<file path="src/rtl/idma_obi_sub_pkg.sv">
// Shared types and helpers for the OBI subordinate SRAM adapter.
package idma_obi_sub_pkg;

  localparam int unsigned DefaultDataWidth = 32;
  localparam int unsigned DefaultIdWidth   = 1;

  // Response entry layout; the top re-declares it at its own parameter widths.
  typedef struct packed {
    logic [DefaultDataWidth-1:0] rdata;
    logic                        err;
    logic [DefaultIdWidth-1:0]   rid;
  } resp_entry_t;

  function automatic int unsigned word_off_bits(input int unsigned data_width);
    return $clog2(data_width / 8);
  endfunction

endpackage

</file>
<file path="src/rtl/fifo_v3.sv">
// Register-based FIFO with optional fall-through, port-compatible with common_cells fifo_v3.
module fifo_v3 #(
  parameter bit          FALL_THROUGH = 1'b0,
  parameter int unsigned DATA_WIDTH   = 32,
  parameter int unsigned DEPTH        = 8,
  parameter type         dtype        = logic [DATA_WIDTH-1:0],
  parameter int unsigned ADDR_DEPTH   = (DEPTH > 1) ? $clog2(DEPTH) : 1
) (
  input  logic                  clk_i,
  input  logic                  rst_ni,
  input  logic                  flush_i,
  input  logic                  testmode_i,
  output logic                  full_o,
  output logic                  empty_o,
  output logic [ADDR_DEPTH-1:0] usage_o,
  input  dtype                  data_i,
  input  logic                  push_i,
  output dtype                  data_o,
  input  logic                  pop_i
);

  localparam int unsigned             FifoDepth = (DEPTH > 0) ? DEPTH : 1;
  localparam logic [ADDR_DEPTH-1:0]   LastPtr   = ADDR_DEPTH'(FifoDepth - 1);
  localparam logic [ADDR_DEPTH-1:0]   PtrOne    = ADDR_DEPTH'(1);
  localparam logic [ADDR_DEPTH:0]     FullCount = (ADDR_DEPTH + 1)'(FifoDepth);
  localparam logic [ADDR_DEPTH:0]     CountOne  = (ADDR_DEPTH + 1)'(1);

  logic [ADDR_DEPTH-1:0] r_rd_ptr;
  logic [ADDR_DEPTH-1:0] r_wr_ptr;
  logic [ADDR_DEPTH:0]   r_count;
  dtype                  r_mem [FifoDepth];
  logic                  w_is_empty;
  logic                  w_bypass;
  logic                  w_push;
  logic                  w_pop;
  logic                  w_testmode_unused;

  assign w_testmode_unused = testmode_i;
  assign w_is_empty        = (r_count == '0);
  assign full_o            = (r_count == FullCount);
  assign usage_o           = r_count[ADDR_DEPTH-1:0];
  assign empty_o           = w_is_empty & ~(FALL_THROUGH & push_i);

  // A push into an empty fall-through FIFO is visible at once and, if popped, never stored.
  assign w_bypass = FALL_THROUGH & w_is_empty & push_i & pop_i;
  assign data_o   = (FALL_THROUGH && w_is_empty) ? data_i : r_mem[r_rd_ptr];
  assign w_push   = push_i & ~full_o & ~w_bypass;
  assign w_pop    = pop_i & ~w_is_empty;

  always_ff @(posedge clk_i or negedge rst_ni) begin
    if (!rst_ni) begin
      r_rd_ptr <= '0;
      r_wr_ptr <= '0;
      r_count  <= '0;
    end else if (flush_i) begin
      r_rd_ptr <= '0;
      r_wr_ptr <= '0;
      r_count  <= '0;
    end else begin
      if (w_push) r_wr_ptr <= (r_wr_ptr == LastPtr) ? '0 : r_wr_ptr + PtrOne;
      if (w_pop)  r_rd_ptr <= (r_rd_ptr == LastPtr) ? '0 : r_rd_ptr + PtrOne;
      if (w_push && !w_pop)      r_count <= r_count + CountOne;
      else if (!w_push && w_pop) r_count <= r_count - CountOne;
    end
  end

  always_ff @(posedge clk_i or negedge rst_ni) begin
    if (!rst_ni) begin
      r_mem <= '{default: '0};
    end else if (w_push) begin
      r_mem[r_wr_ptr] <= data_i;
    end
  end

endmodule

</file>
<file path="src/rtl/idma_obi_sub_sram.sv">
// OBI subordinate in front of a single-cycle SRAM: grants bounded by outstanding
// responses, one-stage read pipeline, in-order response FIFO.
module idma_obi_sub_sram
  import idma_obi_sub_pkg::*;
#(
  parameter int unsigned AddrWidth    = 32,
  parameter int unsigned DataWidth    = 32,
  parameter int unsigned IdWidth      = 1,
  parameter int unsigned MemSizeBytes = 4096,
  parameter int unsigned RespDepth    = 2
) (
  input  logic                                          clk_i,
  input  logic                                          rst_ni,
  input  logic                                          req_i,
  output logic                                          gnt_o,
  input  logic [AddrWidth-1:0]                          addr_i,
  input  logic                                          we_i,
  input  logic [DataWidth/8-1:0]                        be_i,
  input  logic [DataWidth-1:0]                          wdata_i,
  input  logic [IdWidth-1:0]                            aid_i,
  output logic                                          rvalid_o,
  input  logic                                          rready_i,
  output logic [DataWidth-1:0]                          rdata_o,
  output logic                                          err_o,
  output logic [IdWidth-1:0]                            rid_o,
  output logic                                          mem_req_o,
  output logic                                          mem_we_o,
  output logic [AddrWidth-word_off_bits(DataWidth)-1:0] mem_addr_o,
  output logic [DataWidth/8-1:0]                        mem_be_o,
  output logic [DataWidth-1:0]                          mem_wdata_o,
  input  logic [DataWidth-1:0]                          mem_rdata_i
);

  localparam int unsigned         OffBits    = word_off_bits(DataWidth);
  localparam int unsigned         CntWidth   = $clog2(RespDepth + 1);
  localparam int unsigned         UsageWidth = (RespDepth > 1) ? $clog2(RespDepth) : 1;
  localparam logic [CntWidth-1:0] CntMax     = CntWidth'(RespDepth);
  localparam logic [CntWidth-1:0] CntOne     = CntWidth'(1);
  localparam logic [AddrWidth:0]  MemLimit   = (AddrWidth + 1)'(MemSizeBytes);

  typedef struct packed {
    logic [DataWidth-1:0] rdata;
    logic                 err;
    logic [IdWidth-1:0]   rid;
  } resp_t;

  logic [CntWidth-1:0]   r_cnt;
  logic                  r_pipe_valid;
  logic                  r_pipe_we;
  logic                  r_pipe_err;
  logic [IdWidth-1:0]    r_pipe_id;
  logic                  w_a_hs;
  logic                  w_r_hs;
  logic                  w_addr_err;
  logic                  w_fifo_empty;
  logic                  w_fifo_full_unused;
  logic [UsageWidth-1:0] w_fifo_usage_unused;
  logic                  w_unused_addr_lsb;
  resp_t                 w_push_entry;
  resp_t                 w_pop_entry;

  assign w_unused_addr_lsb = ^addr_i;
  assign w_addr_err        = ({1'b0, addr_i} >= MemLimit);

  // Grant only while a response slot is free; a same-cycle R handshake does not free one.
  assign gnt_o  = rst_ni & req_i & (r_cnt < CntMax);
  assign w_a_hs = req_i & gnt_o;
  assign w_r_hs = rvalid_o & rready_i;

  assign mem_req_o   = w_a_hs & ~w_addr_err;
  assign mem_we_o    = we_i;
  assign mem_addr_o  = addr_i[AddrWidth-1:OffBits];
  assign mem_be_o    = be_i;
  assign mem_wdata_o = wdata_i;

  always_ff @(posedge clk_i or negedge rst_ni) begin
    if (!rst_ni) begin
      r_cnt <= '0;
    end else if (w_a_hs && !w_r_hs) begin
      r_cnt <= r_cnt + CntOne;
    end else if (!w_a_hs && w_r_hs) begin
      r_cnt <= r_cnt - CntOne;
    end
  end

  always_ff @(posedge clk_i or negedge rst_ni) begin
    if (!rst_ni) begin
      r_pipe_valid <= 1'b0;
      r_pipe_we    <= 1'b0;
      r_pipe_err   <= 1'b0;
      r_pipe_id    <= '0;
    end else begin
      r_pipe_valid <= w_a_hs;
      if (w_a_hs) begin
        r_pipe_we  <= we_i;
        r_pipe_err <= w_addr_err;
        r_pipe_id  <= aid_i;
      end
    end
  end

  // SRAM read data is only meaningful for in-range reads; everything else answers zero.
  assign w_push_entry = '{
    rdata: (!r_pipe_we && !r_pipe_err) ? mem_rdata_i : '0,
    err:   r_pipe_err,
    rid:   r_pipe_id
  };

  fifo_v3 #(
    .FALL_THROUGH (1'b1),
    .DATA_WIDTH   ($bits(resp_t)),
    .DEPTH        (RespDepth),
    .dtype        (resp_t)
  ) i_resp_fifo (
    .clk_i      (clk_i),
    .rst_ni     (rst_ni),
    .flush_i    (1'b0),
    .testmode_i (1'b0),
    .full_o     (w_fifo_full_unused),
    .empty_o    (w_fifo_empty),
    .usage_o    (w_fifo_usage_unused),
    .data_i     (w_push_entry),
    .push_i     (r_pipe_valid),
    .data_o     (w_pop_entry),
    .pop_i      (rready_i)
  );

  assign rvalid_o = ~w_fifo_empty;
  assign rdata_o  = rvalid_o ? w_pop_entry.rdata : '0;
  assign err_o    = rvalid_o & w_pop_entry.err;
  assign rid_o    = rvalid_o ? w_pop_entry.rid : '0;

endmodule

</file>
<file path="config.mk">
export PLATFORM = sky130hd
export DESIGN_NAME = idma_obi_sub_sram
export DESIGN_NICKNAME = d
export VERILOG_FILES = /design/src/rtl/idma_obi_sub_pkg.sv /design/src/rtl/fifo_v3.sv /design/src/rtl/idma_obi_sub_sram.sv
export SDC_FILE = /design/constraint.sdc
export NUM_CORES = 1
export LEC_CHECK = 0
export ABC_CLOCK_PERIOD_IN_PS = 1700
export CORE_ASPECT_RATIO = 1.5
export CORE_MARGIN = 5
export CORE_UTILIZATION = 39
export CTS_CLUSTER_DIAMETER = 200
export CTS_CLUSTER_SIZE = 10
export DETAILED_ROUTE_END_ITERATION = 7
export PLACE_DENSITY_LB_ADDON = 0.25
export SLEW_MARGIN = 10
export SYNTH_ARGS = -nofsm -noshare
export SYNTH_HDL_FRONTEND = slang
export SYNTH_SLANG_ARGS = --single-unit
</file>
<file path="constraint.sdc">
create_clock -name clk_i -period 1.7 [get_ports clk_i]
set_input_delay 0.51 -clock clk_i [delete_from_list [all_inputs] [get_ports clk_i]]
set_output_delay 0.51 -clock clk_i [all_outputs]
set_load 0.05 [all_outputs]
</file>
==> flow_results.xml <==
<?xml version="1.0" encoding="UTF-8"?>
<metrics>
  <group name="sta">
    <metric name="final_critical_path_setup_slack" unit="ps">-475</metric>
    <metric name="grt_setup_unrepaired" unit="">yes</metric>
    <metric name="worst_slew_margin_rel" unit="%">34.6</metric>
    <metric name="fmaxAchievable" unit="MHz">460</metric>
    <metric name="hold_viol" unit="">0</metric>
    <metric name="timing.final.crit_share" unit="%">128</metric>
    <metric name="worstMarginPinSlew" unit="ps">980</metric>
    <metric name="report.final.slew_viol_count" unit="">0</metric>
    <metric name="fin_crit" unit="ps">2180</metric>
    <metric name="worst_clock_skew" unit="ps">5.55</metric>
    <metric name="final-setup-viol-count" unit="">37</metric>
  </group>
  <group name="setup_path">
    <metric name="r2r_end" unit="">r_cnt[1]</metric>
    <metric name="critical_path.max_fanout" unit="">15</metric>
    <metric name="cp_data_required_time" unit="ps">1190</metric>
    <metric name="worst-r2r-setup-slack" unit="ps">-90</metric>
    <metric name="setup.worst_path.class" unit="">reg -&gt; out</metric>
    <metric name="worstReg2RegStart" unit="">i_resp_fifo.r_count[0]</metric>
    <metric name="crit_start" unit="">i_resp_fifo.r_count[0]</metric>
    <metric name="critPathArrivalTime" unit="ps">1670</metric>
    <metric name="reg2regPathDepth" unit="">8</metric>
    <metric name="crit_path_end_kind" unit="">output port</metric>
    <metric name="crit_path_start_kind" unit="">flip-flop</metric>
  </group>
  <group name="global_route">
    <metric name="grt_start_max_net_pins" unit="">79</metric>
    <metric name="grtUsageTotal" unit="%">17.1</metric>
    <metric name="initial_antenna_violation_count" unit="">0</metric>
    <metric name="sum_of_overflow_across_all_layers_after_global_routing" unit="">0</metric>
    <metric name="grt_pass1_vias" unit="">3629</metric>
    <metric name="wire_length_of_the_first_global_routing_pass" unit="um">19000</metric>
  </group>
  <group name="cells_and_area">
    <metric name="drive_gt1_share" unit="%">58.1</metric>
    <metric name="syn_to_final_growth" unit="%">61.8</metric>
    <metric name="ff_latch_area" unit="um2">1950</metric>
    <metric name="layout.filler_cells" unit="">884</metric>
    <metric name="multi_input_area" unit="um2">2830</metric>
    <metric name="layout.cells.non_filler" unit="">625</metric>
    <metric name="nets" unit="">575</metric>
    <metric name="diodes" unit="">0</metric>
    <metric name="utilization" unit="%">64.0</metric>
  </group>
  <group name="detailed_routing">
    <metric name="highest_routing_layer_actually_used" unit="">met4</metric>
    <metric name="detailroute.wirelength.met2" unit="um">6690</metric>
    <metric name="wire_length_the_detailed_router_placed_on_met1" unit="um">4560</metric>
    <metric name="wl" unit="um">12400</metric>
    <metric name="vias" unit="">3170</metric>
    <metric name="detail_route.first_pass.iterations" unit="">4</metric>
    <metric name="initialDrtViolationCount" unit="">81</metric>
    <metric name="drt-wirelength-per-cell" unit="um">19.8</metric>
    <metric name="vias_per_cell" unit="">5.07</metric>
    <metric name="drt_drc_violations_left" unit="">0</metric>
    <metric name="ant_nets" unit="">0</metric>
    <metric name="met3_wirelength" unit="um">691</metric>
  </group>
  <group name="power">
    <metric name="clockPowerShare" unit="%">23.7</metric>
    <metric name="cellLeakagePower" unit="uW">0.00353</metric>
    <metric name="net-switching-power" unit="uW">3050</metric>
    <metric name="power.share.combinational" unit="%">48.4</metric>
    <metric name="vdd_drop_max" unit="mV">0.698</metric>
    <metric name="p_per_area" unit="nW/um2">1140</metric>
    <metric name="sequentialPowerShare" unit="%">27.9</metric>
    <metric name="swShare" unit="%">35.0</metric>
    <metric name="power.internal" unit="uW">5670</metric>
  </group>
  <group name="floorplan">
    <metric name="start_util" unit="%">39.5</metric>
    <metric name="die_y" unit="um">145</metric>
    <metric name="io_pins" unit="">210</metric>
    <metric name="coreArea" unit="um2">12000</metric>
    <metric name="number_of_core_rows" unit="">49</metric>
    <metric name="die_area" unit="um2">14500</metric>
    <metric name="die-width" unit="um">99.9</metric>
  </group>
  <group name="yosys">
    <metric name="synth_top_cells_by_count" unit="">78 x sky130_fd_sc_hd__dfrtp_1, 67 x sky130_fd_sc_hd__buf_4, 60 x sky130_fd_sc_hd__mux2_4</metric>
    <metric name="synth-edff-count" unit="">0</metric>
    <metric name="seq_area_frac_synth" unit="%">41.3</metric>
    <metric name="syn_avg_cell_area" unit="um2">12.7</metric>
    <metric name="yosysTopAreaCellShare" unit="%">41.3</metric>
    <metric name="synth-seq-cells" unit="">78</metric>
    <metric name="synth.top_cells.by_area" unit="">sky130_fd_sc_hd__dfrtp_1 41%, sky130_fd_sc_hd__mux2_4 19%, sky130_fd_sc_hd__buf_4 11%</metric>
    <metric name="mappedNetlistArea" unit="um2">4730</metric>
    <metric name="proportion_of_synthesized_flip_flops_having_asynchronous_set_or_reset" unit="%">100</metric>
    <metric name="syn-instance-count" unit="">373</metric>
    <metric name="synth.lib_cells_used.distinct" unit="">28</metric>
    <metric name="syn-num-nets" unit="">481</metric>
    <metric name="yosysMostFrequentCell" unit="">sky130_fd_sc_hd__dfrtp_1</metric>
    <metric name="synth-main-ff-cell" unit="">sky130_fd_sc_hd__dfrtp_1</metric>
    <metric name="synth_top_cell_by_area" unit="">sky130_fd_sc_hd__dfrtp_1</metric>
    <metric name="yosys_warnings" unit="">0</metric>
  </group>
  <group name="clocking">
    <metric name="cts_inserted_buffers" unit="">9</metric>
    <metric name="clkTransAtPathRegs" unit="ps">60</metric>
    <metric name="holdBufCountCts" unit="">0</metric>
    <metric name="cts_root_buf" unit="">sky130_fd_sc_hd__clkbuf_16</metric>
    <metric name="cts.sink_count" unit="">78</metric>
    <metric name="clock_tree.htree_level_count" unit="">3</metric>
    <metric name="maximum_number_of_buffers_from_clock_root_to_sink" unit="">2</metric>
    <metric name="clock_tree_from_tritoncts" unit="">yes</metric>
    <metric name="worstSkewPairLatency" unit="ps">340</metric>
  </group>
  <group name="job">
    <metric name="cap_viol_max_count" unit="">0</metric>
  </group>
  <group name="placed_design">
    <metric name="post-dp-hpwl" unit="um">8830</metric>
    <metric name="gp_congestion" unit="">0.792</metric>
    <metric name="placed_cells_incl_taps" unit="">601</metric>
    <metric name="port-buffer-count" unit="">115</metric>
  </group>
  <group name="min_path">
    <metric name="worstHoldPathType" unit="">reg -&gt; reg</metric>
    <metric name="worst_hold_startpoint" unit="">r_cnt[0]</metric>
    <metric name="worstHoldPathCells" unit="">1</metric>
    <metric name="hold-path-endpoint" unit="">r_cnt[0]</metric>
  </group>
  <group name="outcome">
    <metric name="run_status" unit="">finished, violations left</metric>
    <metric name="violations_in_the_final_reports" unit="">negative setup slack</metric>
  </group>
</metrics>
[repair_timing]
action,in CTS,in global routing
cloned,2,0
buffers inserted,4,3
pin swaps,12,13
setup endpoints to repair,61,39
gates resized for setup,56,34
[cells by family after synthesis]
group	after synthesis	synth area share (%)
AO/OA/AOI/OAI	37	6.83
multiplexers	104	28.6
adder cells (fa/ha/maj)	2	0.529
AND/OR/NAND/NOR	54	7.52
XOR/XNOR	8	1.48
flip-flops	78	41.3
buffers and inverters	90	13.7
[critical path, cell delays in order, from the launching register on]
cell and delay [ps]:
sky130_fd_sc_hd__dfrtp_1 410, sky130_fd_sc_hd__nor2_4 130, sky130_fd_sc_hd__and3_4 250, sky130_fd_sc_hd__buf_12 220
sky130_fd_sc_hd__o2bb2ai_4 160, sky130_fd_sc_hd__buf_12 150
[power groups by stage]
stage	Sequential [uW]	Combinational (uW)	Clock (uW)
2_1_floorplan	2370	2640	0
3_3_place_gp	2420	3850	0
3_5_place_dp	2450	3900	0
4_1_cts	2420	4160	2110
5_1_grt	2480	4400	2170
6_report	2430	4220	2070
[state kept, by name (all words and copies together), names as in the netlist]
signal / cells
i_resp_fifo.r_mem: 68
r_pipe_valid: 1
r_pipe_err: 1
r_pipe_we: 1
i_resp_fifo.r_rd_ptr: 1
r_cnt: 2
r_pipe_id: 1
i_resp_fifo.r_wr_ptr: 1
i_resp_fifo.r_count: 2
[worst max path at each step]
| stage | endpoint | slack, ps | cells after the start |
|---|---|---|---|
| floorplan | rdata_o[10] | -220 | 6 |
| global placement | mem_req_o | -740 | 6 |
| detailed placement | mem_req_o | -730 | 6 |
| CTS | rdata_o[31] | -500 | 5 |
| global route | rdata_o[31] | -540 | 5 |
| finish | rdata_o[22] | -480 | 5 |
[final cells by class]
class	count	share of cell area, %
multi-input cells	205	37.0
repair buffers	173	30.7
flip-flops and latches	78	25.5
clock buffers	10	3.13
well taps	153	2.50
clock inverters	6	1.11
[cell usage in the layout (no fill, tap or decap), drive strengths merged, types with 5 or more instances in the layout]
master | synthesis | final
o2bb2ai | 32 | 32
clkbuf | 8 | 20
xor2 | 5 | 5
mux2i | 34 | 34
dfrtp | 78 | 78
and2 | 33 | 33
clkdlybuf4s50 | 0 | 33
nor4 | 5 | 5
nor2 | 5 | 5
mux2 | 70 | 70
buf | 82 | 120
dlygate4sd2 | 0 | 7
[per-stage QoR]
| stage | TNS [ps] | area [um2] | total power [uW] | worst slack (ps) | hold WS, ps |
|---|---|---|---|---|---|
| after global routing | -17990 | 7650 | 9050 | -545 | 520 |
| after floorplan | -7040 | 5380 | 5010 | -215 | 214 |
| final | -15630 | 7650 | 8720 | -475 | 505 |
| after CTS | -16200 | 7610 | 8690 | -497 | 492 |
| after detailed placement | -28360 | 7130 | 6340 | -731 | 479 |
| after global placement | -25760 | 7130 | 6270 | -742 | 475 |
[metal layers]
layer | up-vias | GRT usage (%)
met5 | - | 0
met4 | 0 | 10.1
met3 | 45 | 4.12
met2 | 83 | 30.6
met1 | 1611 | 18.2
li1 | 1431 | -
(Power assumes the default switching activity.)
==> patch (same flow settings) <==
Register the output `err_o`, cleared by the reset; this adds one clock of latency there. The other outputs are not delayed to match.
--- a/src/rtl/idma_obi_sub_sram.sv
+++ b/src/rtl/idma_obi_sub_sram.sv
@@ -127,7 +127,13 @@
 
   assign rvalid_o = ~w_fifo_empty;
   assign rdata_o  = rvalid_o ? w_pop_entry.rdata : '0;
-  assign err_o    = rvalid_o & w_pop_entry.err;
+  always_ff @(posedge clk_i or negedge rst_ni) begin
+    if (!rst_ni) begin
+      err_o <= '0;
+    end else begin
+      err_o <= rvalid_o & w_pop_entry.err;
+    end
+  end
   assign rid_o    = rvalid_o ? w_pop_entry.rid : '0;
 
 endmodule
Function: changed (Yosys sat finds a counterexample within 4 cycles, from zero or initial values and one cycle with rst_ni low).
==> patch against the original RTL <==
- the run still ends with negative setup slack left
- synthesized area increased by 0.53%
- combinational power down 5%
- largest power group unchanged
- wire length grew 3.1%
- critical path type unchanged
- core utilization is 0.45 points lower
- via count grew 0.91%
- highest routed layer is now met5
- critical path depth stayed put
- design area shrank 0.70%
- power fell by 5.6%
- sequential cell count up 1
- worst setup slack about the same
- sequential power is 2% higher
==> patch: results (changes against the original RTL) <==
| Metric | Value |
|---|---|
| Outcome | complete, but fails checks |
| Failing checks | negative setup slack |
| Dpl cell area | 0.00715 mm^2 (+0.25%) |
| CTS max path bufs | 2 (unchanged) |
| Antenna violations before repair | 1 (+1) |
| Worst Clk Skew | 0.00509 ns (-0.000458 ns) |
| Starting DRT DRC Count | 73 (-9.9%) |
| R2r setup slk | -0.01 ns (+0.08 ns) |
| Setup violations, final | 38 (+2.7%) |
| Worst reg2reg path endpoint | i_resp_fifo.r_mem[63] |
| Cell depth of the worst flop-to-flop path | 7 (-1) |
| Hold Path Origin | i_resp_fifo.r_mem[29] |
| Largest net degree at the start of global routing | 80 (+1.3%) |
| Worst Setup SP | r_pipe_err |
| Reg clk slew, reported paths | 0.05 ns |
| Pleak | 0.00352 uW (-0.22%) |
| WL final | 12800 um (+3.1%) |
| Final HPWL from detailed placement | 9460 um (+7.2%) |
| Syn_nets | 482 (+0.21%) |
| Cell family with most CP delay | simple AND/OR/NAND/NOR gates |
| Highest ir drop seen on vdd | 642 uV (-8.0%) |
| Biggest regs | i_resp_fifo.r_mem: 68 flops, i_resp_fifo.r_count: 2 flops, r_cnt: 2 flops |
| Most area-consuming cells after synthesis | dfrtp_1, mux2_4, buf_4 |
| Commonest cells post-synth | dfrtp_1, buf_4, mux2_4 |
| First-pass GRT wire length | 19900 um (+4.8%) |
| Worst-path maximum fanout | 13 (-2) |
| Setup TNS | -15.36 ns (+0.260 ns) |
| Hold WS | 0.502 ns (-0.00262 ns) |
| Routability cong. | 0.768 (-3.0%) |
| Top FF cell, synth | dfrtp_1 |
| Final setup margin | -0.475 ns (-0.000194 ns) |
| Register Area | 0.00198 mm^2 (+1.3%) |
| Worst setup path endpoint | rdata_o[25] |
| Ratio of cells with drive above 1 in the final layout | 0.568 (-0.0124) |
| Register area share after synthesis | 0.416 (+0.00309) |
| WHS Endpoint | i_resp_fifo.r_mem[29] |
| Worst r2r src | i_resp_fifo.r_count[1] |
| Gr usage total | 0.175 (+0.00399) |
| Slew HR | 0.354 (+0.00737) |
| CP peak stage delay | 0.39 ns (-0.02 ns) |
| Asr flop ratio synth | 1.00 (unchanged) |
-- patch: cell types whose count changed after synthesis, sizes merged --
cell	change
dfrtp	+1
-- patch: kinds of logic after synthesis --
| logic type | Yosys count | share of synthesized area |
|---|---|---|
| compound gates | 37 | 0.0679 |
| xor+xnor | 8 | 0.0147 |
| fa+ha+maj | 2 | 0.00527 |
| buf+inv | 90 | 0.136 |
| flops | 79 | 0.416 |
| mux | 104 | 0.285 |
| simple gates | 54 | 0.0748 |
-- patch: area by class of cell --
cell class,instances,share of cell area
well taps,153,0.0252
clock buffers,13,0.0343
repair buffers,179,0.307
clock inverters,1,0.000659
flip-flops and latches,79,0.261
multi-input cells,205,0.372
-- patch: what timing repair did --
action | CTS | global route
setup buffers | 9 | 6
resized for setup | 56 | 28
pin swaps | 12 | 15
endpoints found under the setup margin | 59 | 39
-- patch: stage by stage --
stage / std cells / total power, uW / setup slack [ns]
floorplan: 374 / 5010 / -0.212
global placement: 606 / 6180 / -0.721
detailed placement: 606 / 6250 / -0.707
CTS: 629 / 8100 / -0.491
global route: 630 / 8610 / -0.551
finish: 630 / 8230 / -0.475
-- patch: power by group --
| group | leakage (uW) | internal, uW | switching (uW) | total (uW) |
|---|---|---|---|---|
| Sequential | 0.00106 | 2220 | 264 | 2490 |
| Combinational | 0.00233 | 2040 | 1980 | 4020 |
| Clock | 0.000132 | 1050 | 674 | 1720 |
-- patch: routing by layer --
| layer | up-vias | wire (um) | track usage |
|---|---|---|---|
| met5 | - | 13 | 0 |
| met4 | 2 | 648 | 0.0971 |
| met3 | 50 | 949 | 0.0634 |
| met2 | 117 | 7110 | 0.316 |
| met1 | 1584 | 4050 | 0.169 |
| li1 | 1446 | - | - |
